**config.mk**
```make
export PLATFORM = sky130hd
export DESIGN_NAME = sample_ramp_interpolator_flat
export DESIGN_NICKNAME = d
export VERILOG_FILES = /design/src/rtl/opo_package.sv /design/src/rtl/sample_ramp_interpolator_if.sv /design/src/rtl/sample_ramp_interpolator.sv /design/src/flat_wrapper.sv
export SDC_FILE = /design/constraint.sdc
export NUM_CORES = 1
export LEC_CHECK = 0
export ABC_CLOCK_PERIOD_IN_PS = 5090
export CAP_MARGIN = 20
export CORE_ASPECT_RATIO = 0.9
export CORE_UTILIZATION = 54
export DETAILED_ROUTE_END_ITERATION = 7
export HOLD_SLACK_MARGIN = 0.12
export PLACE_DENSITY_LB_ADDON = 0.08
export SETUP_SLACK_MARGIN = 0.3
export SLEW_MARGIN = 20
export SYNTH_ARGS = -nofsm -noshare
export SYNTH_HDL_FRONTEND = slang
export SYNTH_SLANG_ARGS = --single-unit
```
**constraint.sdc**
```tcl
create_clock -name clk -period 5.09 [get_ports clk]
set_input_delay 1.2725 -clock clk [delete_from_list [all_inputs] [get_ports clk]]
set_output_delay 1.2725 -clock clk [all_outputs]
set_load 0.03 [all_outputs]
```
**src/rtl/opo_package.sv**
```systemverilog
`default_nettype none
// ============================================================================
//  Module      : opo_package
//  Description : Shared datapath constants for the OPO lock-in signal chain.
//  Revision    : 1.0 - initial release
// ============================================================================
package opo_package;
    localparam int WORD_WIDTH = 16;
endpackage
`default_nettype wire

```
**src/rtl/sample_ramp_interpolator_if.sv**
```systemverilog
`default_nettype none
// ============================================================================
//  Module      : sample_ramp_interpolator_if
//  Description : Sparse sample input and per-clock interpolated output bundle.
//  Revision    : 1.0 - initial release
// ============================================================================
interface sample_ramp_interpolator_if;
    import opo_package::*;

    logic                         interp_enable;
    logic signed [WORD_WIDTH-1:0] sample_in;
    logic                         sample_in_valid;
    logic signed [WORD_WIDTH-1:0] sample_out;
    logic                         sample_out_valid;
    logic                         settled;

    modport master (
        output interp_enable, sample_in, sample_in_valid,
        input  sample_out, sample_out_valid, settled
    );

    modport slave (
        input  interp_enable, sample_in, sample_in_valid,
        output sample_out, sample_out_valid, settled
    );
endinterface
`default_nettype wire

```
**src/rtl/sample_ramp_interpolator.sv**
```systemverilog
`default_nettype none
// ============================================================================
//  Module      : sample_ramp_interpolator
//  Description : Turns sparse filter samples into a per-clock linear ramp or hold.
//  Revision    : 1.0 - initial release
// ============================================================================
module sample_ramp_interpolator
    import opo_package::*;
#(
    parameter int RAMP_SHIFT = 4
) (
    input  logic                       clk,
    input  logic                       rst,
    sample_ramp_interpolator_if.slave  bus
);

    localparam int C_WW = WORD_WIDTH;
    localparam int C_AW = WORD_WIDTH + RAMP_SHIFT + 1;
    localparam int C_CW = RAMP_SHIFT + 1;
    localparam logic [C_CW-1:0] C_LAST     = C_CW'(1) << RAMP_SHIFT;
    localparam bit              C_CAN_RAMP = (RAMP_SHIFT > 0);

    typedef enum logic [1:0] {
        S_IDLE = 2'd0,
        S_HOLD = 2'd1,
        S_RAMP = 2'd2
    } state_t;

    state_t                  state_q;
    logic signed [C_AW-1:0]  acc_q;
    logic signed [C_WW:0]    delta_q;
    logic        [C_CW-1:0]  cnt_q;
    logic signed [C_WW-1:0]  target_q;
    logic                    valid_q;
    logic                    settled_q;

    logic signed [C_WW-1:0]  w_cur;
    logic signed [C_WW:0]    w_delta;
    logic signed [C_AW-1:0]  w_in_scaled;
    logic signed [C_AW-1:0]  w_restart_acc;
    logic signed [C_AW-1:0]  w_step_acc;
    logic signed [C_AW-1:0]  w_tgt_scaled;
    logic        [C_CW-1:0]  cnt_d;
    logic                    w_start_ramp;

    // The displayed value is the floor of the fixed-point accumulator.
    assign w_cur         = C_WW'(acc_q >>> RAMP_SHIFT);
    assign w_delta       = (C_WW+1)'(bus.sample_in) - (C_WW+1)'(w_cur);
    assign w_in_scaled   = C_AW'(bus.sample_in) <<< RAMP_SHIFT;
    assign w_restart_acc = (C_AW'(w_cur) <<< RAMP_SHIFT) + C_AW'(w_delta);
    assign w_step_acc    = acc_q + C_AW'(delta_q);
    assign w_tgt_scaled  = C_AW'(target_q) <<< RAMP_SHIFT;
    assign cnt_d         = cnt_q + C_CW'(1);
    assign w_start_ramp  = bus.interp_enable && C_CAN_RAMP && (state_q != S_IDLE);

    always_ff @(posedge clk) begin
        if (rst) begin
            state_q   <= S_IDLE;
            acc_q     <= '0;
            delta_q   <= '0;
            cnt_q     <= '0;
            target_q  <= '0;
            valid_q   <= 1'b0;
            settled_q <= 1'b0;
        end else if (bus.sample_in_valid) begin
            target_q <= bus.sample_in;
            valid_q  <= 1'b1;
            if (w_start_ramp) begin
                acc_q     <= w_restart_acc;
                delta_q   <= w_delta;
                cnt_q     <= C_CW'(1);
                state_q   <= S_RAMP;
                settled_q <= 1'b0;
            end else begin
                acc_q     <= w_in_scaled;
                state_q   <= S_HOLD;
                settled_q <= 1'b1;
            end
        end else if (state_q == S_RAMP) begin
            cnt_q <= cnt_d;
            // Final step loads the target directly so the endpoint is exact by construction.
            if (cnt_d == C_LAST) begin
                acc_q     <= w_tgt_scaled;
                state_q   <= S_HOLD;
                settled_q <= 1'b1;
            end else begin
                acc_q <= w_step_acc;
            end
        end
    end

    assign bus.sample_out       = w_cur;
    assign bus.sample_out_valid = valid_q;
    assign bus.settled          = settled_q;

endmodule
`default_nettype wire
```
**src/flat_wrapper.sv**
```systemverilog
// flat-port wrapper written by rule: the top's interface ports become plain ports
module sample_ramp_interpolator_flat import opo_package::*;
#(
    parameter int RAMP_SHIFT = 4
)
  (clk, rst, bus_interp_enable, bus_sample_in, bus_sample_in_valid, bus_sample_out, bus_sample_out_valid, bus_settled);
  sample_ramp_interpolator_if bus_i ();
  input  logic clk;
  input  logic rst;
  input wire logic [$bits(bus_i.interp_enable)-1:0] bus_interp_enable;
  input wire logic [$bits(bus_i.sample_in)-1:0] bus_sample_in;
  input wire logic [$bits(bus_i.sample_in_valid)-1:0] bus_sample_in_valid;
  output wire logic [$bits(bus_i.sample_out)-1:0] bus_sample_out;
  output wire logic [$bits(bus_i.sample_out_valid)-1:0] bus_sample_out_valid;
  output wire logic [$bits(bus_i.settled)-1:0] bus_settled;
  assign bus_i.interp_enable = bus_interp_enable;
  assign bus_i.sample_in = bus_sample_in;
  assign bus_i.sample_in_valid = bus_sample_in_valid;
  assign bus_sample_out = bus_i.sample_out;
  assign bus_sample_out_valid = bus_i.sample_out_valid;
  assign bus_settled = bus_i.settled;
  sample_ramp_interpolator #(.RAMP_SHIFT(RAMP_SHIFT)) u_core (.clk(clk), .rst(rst), .bus(bus_i));
endmodule
```
# Yosys cells after proc, flatten, opt, wreduce, memory -nomap -nowiden
# Cells that the tools add are included.
# op_classes
n_addsub,4
mul,0
div_mod_pow,0
magnitude_cmp,0
n_eq_ne,3
shift,0
mux,15
bitwise,0
reduce_logical,7
# op_table
cell,count
21-bit two-way mux,4
20-bit by 17-bit adder with 21-bit output,1
21-bit by 17-bit adder with 21-bit output,1
16-bit by 16-bit subtractor with 17-bit output,1
5-bit two-way mux,3
2-bit two-way mux,4
2-bit AND reduction,3
2-bit nonzero test,3
"5-bit by 1-bit adder with 5-bit output, second input constant",1
"5-bit equality test, second input constant",1
1-bit two-way mux,4
"2-bit equality test, second input constant",1
"2-bit by 1-bit inequality test with 1-bit output, second input constant",1
1-bit logical AND,1
# word_totals
register_bits,63
latch_bits,0
ram_bits,0
rom_bits,0
in_bits,20
out_inout_bits,18
word_cells,36
n_memories,0

# Longest topological paths before layout
# depth
depth_word,5
depth_mapped,20
depth_no_buf,20

# Worst setup path after synthesis
# OpenSTA, ideal clock, no wires.
# synth_path
kind,in2reg
startpoint,input port bus_sample_in[0]
endpoint,register u_core.acc_q[19]
setup_ns,0.081
arrival_ns,4.812
t_required_ns,5.009
path_slack_ns,0.198
cell_stages,20
path_buffers,0
cell_sequence,inv_1 ha_1 inv_1 fa_1 a21o_1 a2111oi_4 a211oi_1 o21ai_1 a21oi_1 o22a_1 xor2_1 ha_1 a21oi_1 o21ai_0 a21oi_1 o21ai_1 a211oi_1 xor2_1 or3_1 a41oi_1
# synth_via
elab_chain_cells,4
# synth_lines
item,line_no,rtl
start: declaration,flat_wrapper.sv:11,input wire logic [$bits(bus_i.sample_in)-1:0] bus_sample_in;
16-bit by 16-bit subtractor with 17-bit output,sample_ramp_interpolator.sv:48,assign w_delta = (C_WW+1)'(bus.sample_in) - (C_WW+1)'(w_cur);
named net u_core.w_delta[14],sample_ramp_interpolator.sv:38,logic signed [C_WW:0] w_delta;
20-bit by 17-bit adder with 21-bit output,sample_ramp_interpolator.sv:50,assign w_restart_acc = (C_AW'(w_cur) <<< RAMP_SHIFT) + C_AW'(w_delta);
21-bit two-way mux,sample_ramp_interpolator.sv:68,if (w_start_ramp) begin
21-bit two-way mux,sample_ramp_interpolator.sv:65,end else if (bus.sample_in_valid) begin
end signal: assignment,sample_ramp_interpolator.sv:69,acc_q <= w_restart_acc;
end signal: assignment,sample_ramp_interpolator.sv:75,acc_q <= w_in_scaled;
end signal: assignment,sample_ramp_interpolator.sv:83,acc_q <= w_tgt_scaled;
end: declaration,sample_ramp_interpolator.sv:30,logic signed [C_AW-1:0] acc_q;
# The timed path passes the listed nets, and every way through them passes these cells.
# A chain may end at the register's enable or synchronous reset.

# Worst setup path in the final report
# layout_path
startpoint,input port bus_sample_in[0]
endpoint,register u_core.acc_q[18]
# The elaborated chain is that of the path after synthesis.

==> run_results.csv <==
group,metric,value,unit
final_layout,drive_above_1_share,16.5,%
drt,wl_per_cell,18.0,µm
power_and_ir_drop,power.density,289,nW/µm²
synth,ys_seq_elements,61,
final_layout,syn_to_final_growth,22.8,%
timing,hold_viol,0,
place,gp_congestion,0.923,
final_layout,n_antenna_cell,0,
timing,grt_setup_unrepaired,"true",
cts,cts_tree,"done",
power_and_ir_drop,leakagePower,0.00271,µW
floorplan,core-area,9210,µm²
timing,clock-skew-final,0.0121,ns
synth,synth_area_per_cell,7.69,µm²
setup_path,end_kind,"register",
timing,maxSlewHeadroom,34.2,%
setup_path,worstPathMaxFanout,6,
synth,yosysTopAreaCell,"dfxtp_1",
synth,ys_async_sr_fraction,0,%
synth,synthCells,674,
drt,post_drt_via_cell_ratio,5.98,
synth,ys_types,71,
global_route,grt_pass1_vias,4999,
setup_path,critPathBufInv,3,
timing,report.final.slew_viol_count,0,
synth,ys_seq_area_share,23.6,%
setup_path,cp_common_cell,"a211oi_2",
timing,min_period_over_period,93.5,%
floorplan,rows,33,
floorplan,die_w,105,µm
synth,yosys-top-cells-area,"dfxtp_1 24%, ha_1 13%, nand2_1 6.0%",
timing,setup_ws,0.333,ns
cts,clockRootBuffer,"clkbuf_8",
cts,path_clk_slew,0.08,ns
setup_path,worst_r2r_endpoint,"u_core.acc_q[18]",
synth,yosys_warnings,0,
place,placement.io_buffers,37,
status,status,"complete, no violations",
setup_path,r2r_start,"u_core.acc_q[5]",
global_route,grt_pass1_wl,25.4,mm
setup_path,timing.reg2reg.setup_slack,0.85,ns
setup_path,crit_required,5.34,ns
global_route,grt_max_degree,43,
cts,clock_latency,0.36,ns
setup_path,critPathTopFamily,"compound AO/OA/AOI/OAI gates",
drt,drtPass1Iterations,6,
floorplan,start_util,56.3,%
drt,drcViolationCount,0,
setup_path,cp_slowest_stage_delay,0.41,ns
setup_path,rr_worst_depth,16,
setup_path,crit_slowest_cell,"a311o_1",
timing,worst_pin_slew,0.981,ns
synth,yosysTopAreaCellShare,23.6,%
global_route,grt.total_usage,32.9,%
setup_path,crit_path_start,"bus_sample_in[0]",
cts,htreeDepth,3,
place,hpwl,11.7,mm
drt,routed_wirelength,15.8,mm
setup_path,path_class,"in -> reg",
cts,cts_buffer_depth,2,
power_and_ir_drop,total_power,1840,µW
cts,postCtsHoldBufs,0,
synth,synthFlopType,"dfxtp_1",
final_layout,final_nets,828,
setup_path,crit_cells,19,
drt,vias,5265,
timing,period_needed,4.76,ns
global_route,overflow,0,
synth,syn_area,5180,µm²
power_and_ir_drop,ir_worst_vdd,175,µV
floorplan,io_pins,38,
setup_path,start_kind,"input pin",
synth,synth_edf_count,0,
drt,drtAntennaViolNets,0,
run,cap_viol_max_count,0,
drt,drt_iter0_drc,318,
global_route,grt_antenna_before_repair,0,
setup_path,crit_end,"u_core.acc_q[18]",
setup_path,crit_chain,"buf_8 -> inv_4 -> ha_4 -> inv_2 -> fa_2 -> a21o_1 -> a2111oi_4 -> a211oi_2 -> o21ai_1 -> a21oi_1 -> o22a_1 -> xor2_2 -> ha_4 -> and3_4 -> a311o_1 -> a211oi_2 -> mux2i_1 -> a211oi_2 -> a31o_1",
cts,cts.sinks,61,
setup_path,arrival,5.01,ns
hold_path,holdCritPathClass,"reg -> reg",
cts,numCtsBuffers,9,
timing,fmax,210,MHz
timing,finalSetupViolCount,0,
synth,synth_fp_nets,749,
final_layout,nFillCells,786,
floorplan,die_area,9990,µm²
final_layout,fin_util,69.1,%
floorplan,die_y,94.9,µm
place,dpl_worst_slack,-0.485,ns
hold_path,min_from,"u_core.delta_q[9]",
-- synth_stat cells, drive strengths merged (7+ instances only) --
master / n
a211oi: 14
a21o: 11
a21oi: 60
and3: 9
buf: 21
clkbuf: 19
dfxtp: 61
ha: 52
inv: 35
mux2i: 16
nand2: 83
nand3: 22
nor2: 68
nor3: 20
o21a: 10
o21ai: 37
or3: 7
xnor2: 20
xor2: 16
-- area by class of cell --
cell class                      instances  area [µm²]  share of cell area, %
Clock buffer                           12         145                   2.28
Clock inverter                          4        47.5                  0.747
Inverter                               35         134                   2.10
Multi-Input combinational cell        538        3760                   59.1
Sequential cell                        61        1220                   19.2
Tap cell                              122         153                   2.40
Timing Repair Buffer                  108         903                   14.2
-- worst min-delay path, stage by stage, from the launching register on --
cell     delay, ns
dfxtp_1       0.32
nand2_1       0.05
a21oi_1       0.05
-- metrics by stage --
stage / hold WS (ns) / instance area [µm²] / instances / TNS, ns
after global routing: 0.480 / 6360 / 880 / 0
after CTS: 0.461 / 6260 / 877 / 0
after floorplan: 0.440 / 5190 / 674 / 0
final: 0.462 / 6360 / 880 / 0
after global placement: 0.446 / 5990 / 859 / -1.72
after detailed placement: 0.452 / 5990 / 859 / -2.10
-- cell families (layout without fill, tap and decap cells) --
family,Yosys count,count (layout),synth area share [%]
adder cells (fa/ha/maj),55,55,13.7
buffers and inverters,75,159,6.64
multiplexers,16,16,3.09
XOR/XNOR,36,36,6.09
AO/OA/AOI/OAI,193,193,25.5
AND/OR/NAND/NOR,238,238,21.3
flip-flops,61,61,23.6
-- timing repair --
item,4_1_cts,5_1_grt
setup endpoints to repair,7,7
buffers inserted,2,3
pin swaps,14,20
gates resized for setup,16,18
-- layout by cell type, fill, tap and decap left out, drive strengths merged, types with 6 or more instances in the layout --
cell type	count
nor3	20
clkbuf	13
or3	7
o21ai	37
inv	35
ha	52
a21o	11
o21a	10
mux2i	16
nand3	22
dfxtp	61
clkdlybuf4s50	29
nand2b	6
xnor2	20
xor2	16
a211oi	14
nand2	83
buf	74
o211ai	6
a21oi	60
nor2	68
nor2b	6
and3	9
-- power by group --
part,internal (µW),total [µW],switching [µW]
registers,508,544,35.8
logic,408,850,443
clock network,238,446,208
total,1150,1840,686
-- registers in the layout, indices dropped and copies added (netlist names) --
name                         count
u_core.acc_q                    20
u_core.bus.sample_out_valid      1
u_core.cnt_q                     5
u_core.delta_q                  17
u_core.state_q                   2
u_core.target_q                 16
-- worst min path at each step --
stage	endpoint	slack [ns]	depth (start not counted)
2_1_floorplan	u_core.delta_q[10]	0.44	2
3_3_place_gp	u_core.bus.sample_out_valid	0.45	2
3_5_place_dp	u_core.delta_q[9]	0.45	2
4_1_cts	u_core.delta_q[9]	0.46	2
5_1_grt	u_core.delta_q[9]	0.48	2
6_report	u_core.delta_q[9]	0.46	2
-- metal layers --
metal / wire [µm] / up-vias / track usage [%]
li1: - / 2579 / -
met1: 7360 / 2466 / 45.2
met2: 6920 / 198 / 51.9
met3: 1330 / 22 / 7.38
met4: 224 / 0 / 8.80
met5: 0 / - / 0
Power figures use the tool's default switching activity.
